**src/rtl/contador_desc.sv**
```systemverilog
// Modulo-MODULO down counter with async reset, sync preset and clamped parallel load.
// Stages cascade by feeding bo into the next stage's en to build multi-digit countdowns.
module contador_desc #(
  parameter int WIDTH  = 4,
  parameter int MODULO = 10
) (
  input  logic             clk,
  input  logic             r,
  input  logic             s,
  input  logic             ld,
  input  logic [WIDTH-1:0] d,
  input  logic             en,
  output logic [WIDTH-1:0] q,
  output logic             zero,
  output logic             bo
);

  localparam logic [WIDTH-1:0] LP_MAX = WIDTH'(MODULO - 1);
  // One extra bit so MODULO == 2^WIDTH is representable in the load compare
  localparam logic [WIDTH:0]   LP_MOD = (WIDTH + 1)'(MODULO);

  logic [WIDTH-1:0] r_q;
  logic             w_qZero;
  logic [WIDTH-1:0] w_ldVal;
  logic [WIDTH-1:0] w_decVal;

  assign w_qZero  = (r_q == '0);
  assign w_ldVal  = ({1'b0, d} < LP_MOD) ? d : LP_MAX;
  // Wrap is an explicit compare, so a non-power-of-two modulus never reaches 2^WIDTH-1
  assign w_decVal = w_qZero ? LP_MAX : (r_q - 1'b1);

  always_ff @(posedge clk or posedge r) begin
    if (r) begin
      r_q <= '0;
    end else if (s) begin
      r_q <= LP_MAX;
    end else if (ld) begin
      r_q <= w_ldVal;
    end else if (en) begin
      r_q <= w_decVal;
    end
  end

  assign q    = r_q;
  assign zero = w_qZero;
  // Borrow ignores s/ld on purpose: the downstream stage still steps when they coincide
  assign bo   = en & w_qZero;

endmodule

```
**config.mk**
```make
export PLATFORM = sky130hd
export DESIGN_NAME = contador_desc
export DESIGN_NICKNAME = d
export VERILOG_FILES = /design/src/rtl/contador_desc.sv
export SDC_FILE = /design/constraint.sdc
export NUM_CORES = 1
export LEC_CHECK = 0
export CORE_AREA = 2 2 39 41
export DETAILED_ROUTE_END_ITERATION = 16
export DIE_AREA = 0 0 41 43
export PLACE_DENSITY = 0.62
export SYNTH_ARGS = -nofsm -noshare
export SYNTH_HDL_FRONTEND = slang
export SYNTH_SLANG_ARGS = --single-unit
export TNS_END_PERCENT = 5
```
**constraint.sdc**
```tcl
create_clock -name clk -period 1.3 [get_ports clk]
set_clock_uncertainty 0.05 [all_clocks]
set_input_delay 0.195 -clock clk [delete_from_list [all_inputs] [get_ports clk]]
set_output_delay 0.195 -clock clk [all_outputs]
set_load 0.01 [all_outputs]
```
After elaboration in Yosys (flattened, before gate mapping). Cells that the tools add are included.

Multipliers: 0. Equal/unequal tests: 0. Shifts and indexed selects: 0. Divide/modulo/power cells: 0. Add/subtract/negate cells: 1. Muxes and demuxes: 5. Bitwise operators: 1. Magnitude comparators: 1. Reductions and logical operators: 2.

Operators by type and width (number): two-way mux 4 bit (5); zero test 4 bit (1); < comparator 4 bit, second input constant (1); subtractor 4 x 1 -> 4 bit, second input constant (1); nonzero test 3 bit (1); bitwise AND 1 bit (1).

Memories kept: 0. ROM bits: 0. Bits in latches: 0. Memory bits (writable): 0. Word-level logic and storage cells: 11. Output and inout bits: 6. Register bits after elaboration: 4. Input port bits: 9.

Logic depth before layout (Yosys ltp).
Word-level depth: 5. Depth in mapped cells: 5. Gate-level depth less buffers: 5.

Worst setup path after synthesis. OpenSTA, ideal clock, no wires.

Path type: register to output. Start: register r_q[0] (netlist: q[0]). End: output bo. Path buffers: 0. Arrival time: 1348 ps. Stages on the path, launching flop included: 6. Required time: 1055 ps. Setup slack: -293 ps. Path through: dfrtp_1 > inv_1 > ha_1 > or3b_1 > inv_1 > and2_1.

Cells in the longest elaborated chain, start to end: 2.

Ends and longest elaborated chain: start, declared (line 22) `logic [WIDTH-1:0] r_q;`; start signal, assigned (line 38) `r_q <= w_ldVal;`; start signal, assigned (line 40) `r_q <= w_decVal;`; zero test 4 bit (line 27) `assign w_qZero = (r_q == '0);`; named net zero (line 14) `output logic zero,`; bitwise AND 1 bit (line 47) `assign bo = en & w_qZero;`; end, declared (line 15) `output logic bo`.

The timed path passes the listed nets, and every way through them passes these cells.

Worst setup path in the final report.
Start: register r_q[0] (netlist: q[0]). End: output bo.

Cells in the longest elaborated chain, start to end: 2.

Ends and longest elaborated chain (line): zero test 4 bit (27); bitwise AND 1 bit (47).

Every way passes these cells.

==> flow_metrics.tcl <==
set metrics [dict create \
    status "finished with violations" \
    violations "setup timing" \
    gp_congestion 0.7398 \
    power.density_mw_per_mm2 764.3 \
    die_h_um 43 \
    pre_cts_ws_ps -607.4 \
    grt_antenna_before_repair 0 \
    first_pass_iters 4 \
    clkPwrFrac_pct 38.3 \
    swShare_pct 27.37 \
    antenna_left 0 \
    cpPeakStageDelay_ps 400 \
    power.switching_uw 127.2 \
    portBuffers 14 \
    leakage_nw 0.2795 \
    tightest_slew_ps 203.4 \
    synth.top_cell.area_share_pct 31.50 \
    setup-violations-final 4 \
    stdcell_area_um2 608.1 \
    synthTopCellsByArea "dfrtp_1 (31%), ha_1 (7.9%), inv_1 (5.9%), a21oi_1 (4.7%), nand3_1 (4.7%)" \
    yosys_warnings 0 \
    synth_top_area_cell "dfrtp_1" \
    hold_viol_final 0 \
    mappedNetlistArea_um2 317.8 \
    largest_register_ffs 4 \
    antenna_cells 0 \
    synth_commonest_cells "inv_1 (5), dfrtp_1 (4), a21oi_1 (3), nand3_1 (3), nor2_1 (3)" \
    cts_made_buffers 3 \
    nNetsFinal 80 \
    cts_tree "done" \
    syn2layout_area_growth_pct 91.34 \
    grt_pass1_vias 343 \
    fin_crit_sh_pct 133.7 \
    synth_edf_count 0 \
    crit_fanout 3 \
    sequentialPowerShare_pct 29.9 \
    insertion_delay_ps 250 \
    fp.coreArea_mm2 0.001384 \
    wl_per_cell_um 10.42 \
    via_count 379 \
    vias_per_cell 4.512 \
    power.internal_uw 337.6 \
    fmax_mhz 575.4 \
    ir_drop_uv 363.5 \
    p_comb_share_pct 31.8 \
    grt_max_degree 7 \
    fin_crit_ps 1738 \
    cts-htree-levels 1 \
    rr_worst_depth 6 \
    regToRegStartpoint "q[0]" \
    drc 0 \
    cts-root-buf "clkbuf_4" \
    critPathRequiredTime_ps 1050 \
    multi_input_area_um2 205.2 \
    synthesis.nets 48 \
    hp-class "primary input to asynchronous set/reset pin" \
    clock-sinks 4 \
    arrival_ps 1490 \
    rows 14 \
    boundaryPins 15 \
    layoutNonFillerInstCount 84 \
    synth.distinct_cells 22 \
    fin_ws_ps -437.9 \
    drv_cap 0 \
    yosysSeqAreaShare_pct 31.50 \
    async_reset_ff_share_pct 100.0 \
    die_area_mm2 0.001763 \
    slowest_stage "dfrtp_2" \
    yosysMostFrequentCell "inv_1" \
    worstPathCellList "inv_2, ha_4, or3b_4, inv_2, and2_4, buf_6" \
    r2r_slack_ps -160 \
    maxSlewViolCount 0 \
    synthCells 37 \
    cts.path.max_buffers 2 \
    path_clk_slew_ps 50 \
    critPathKind "register to output pin" \
    overflow 0 \
    syn_avg_cell_area_um2 8.589 \
    end_kind "output pin" \
    rsz0062_at_grt "yes" \
    die_w_um 41 \
    initial_utilization_pct 22.97 \
    drtIter0Drc 4 \
    ctsHoldBuffers 0 \
    setup.worst_path.start_class "register" \
    timing.critical_path.mode_cell "inv_2" \
    hpwl_um 751.6 \
    r2r_end "q[0]" \
    regArea_um2 101.3 \
    slew_headroom_pct 86.40 \
    dpl.cell_count 79 \
    grt_pass1_wl_um 1442 \
    placed_area_um2 583.1 \
    ys_ff_latch 4 \
    grt_util_all_layers_pct 12.66 \
    ys.flop_type "dfrtp_1" \
    wirelength_um 875 \
    nFillCells 148 \
    drive_gt1_share_pct 42.65 \
]
==> logic make-up (layout without fill, tap and decap cells) <==
kind of cell               after synthesis  count (layout)  share of synthesized area (%)
adders and majority gates                2               2                          7.873
buffers and inverters                    6              37                          9.449
and+or+nand+nor                         16              16                          31.11
AOI/OAI and AO/OA                        9               9                          20.08
DFF                                      4               4                          31.50
==> worst max-delay path, delay by kind of cell, from the launching register on <==
family / cells / cell delay [ps]
buffers and inverters: 3 / 220
and+or+nand+nor: 2 / 500
DFF: 1 / 400
adders and majority gates: 1 / 120
==> final cells by class <==
type | instances | share of cell area [%]
tap | 16 | 3.292
clock buffer | 4 | 4.321
multi-input combinational | 27 | 33.74
sequential | 4 | 16.67
timing repair buffer | 28 | 38.89
inverter | 5 | 3.086
==> placed cells by master, fill, tap and decap left out, drive strengths merged, types with 2 or more instances in the layout <==
cell type      netlist  final
buf                  1     16
clkdlybuf4s50        0      8
inv                  5      5
clkbuf               0      5
dfrtp                4      4
nand3                3      3
nor2                 3      3
a21oi                3      3
clkdlybuf4s15        0      3
a31oi                2      2
ha                   2      2
==> what timing repair did <==
| action | 4_1_cts | 5_1_grt |
|---|---|---|
| resized for setup | 15 | 3 |
| setup endpoints to repair | 8 | 8 |
| buffers inserted | 1 | 0 |
| pin swaps | 1 | 0 |
==> power by group through the flow <==
stage / clock network [mW] / registers, mW / logic (mW)
2_1_floorplan: 0 / 0.147 / 0.0547
3_3_place_gp: 0 / 0.140 / 0.150
3_5_place_dp: 0 / 0.140 / 0.152
4_1_cts: 0.188 / 0.139 / 0.150
5_1_grt: 0.198 / 0.140 / 0.164
6_report: 0.178 / 0.139 / 0.148
==> worst max-delay path by stage <==
| stage | startpoint | to | slack [ps] | cells past startpoint |
|---|---|---|---|---|
| detailed placement | q[1] | bo | -610 | 6 |
| finish | q[0] | bo | -440 | 6 |
| global route | q[0] | bo | -500 | 6 |
| CTS | q[0] | bo | -450 | 6 |
| global placement | q[0] | bo | -590 | 6 |
| floorplan | q[1] | bo | -190 | 5 |
==> routing by layer <==
metal	share of wire [%]	wire length, um	global-route usage (%)
met1	39	339	14.52
met2	53	468	19.69
met3	7.7	67	4.712
met4	0	0	6.000
met5	0	0	0
==> per-stage QoR <==
stage	utilization [%]	setup TNS (ps)	hold slack, ps	power, mW
floorplan	-	-402.1	-88.99	0.2021
global placement	42.13	-1587	340.2	0.2903
detailed placement	42.13	-1673	346.9	0.2922
CTS	44.12	-1128	73.66	0.4771
global route	43.94	-1339	110.7	0.5023
finish	43.94	-1085	79.94	0.4647
(Power assumes the default switching activity.)
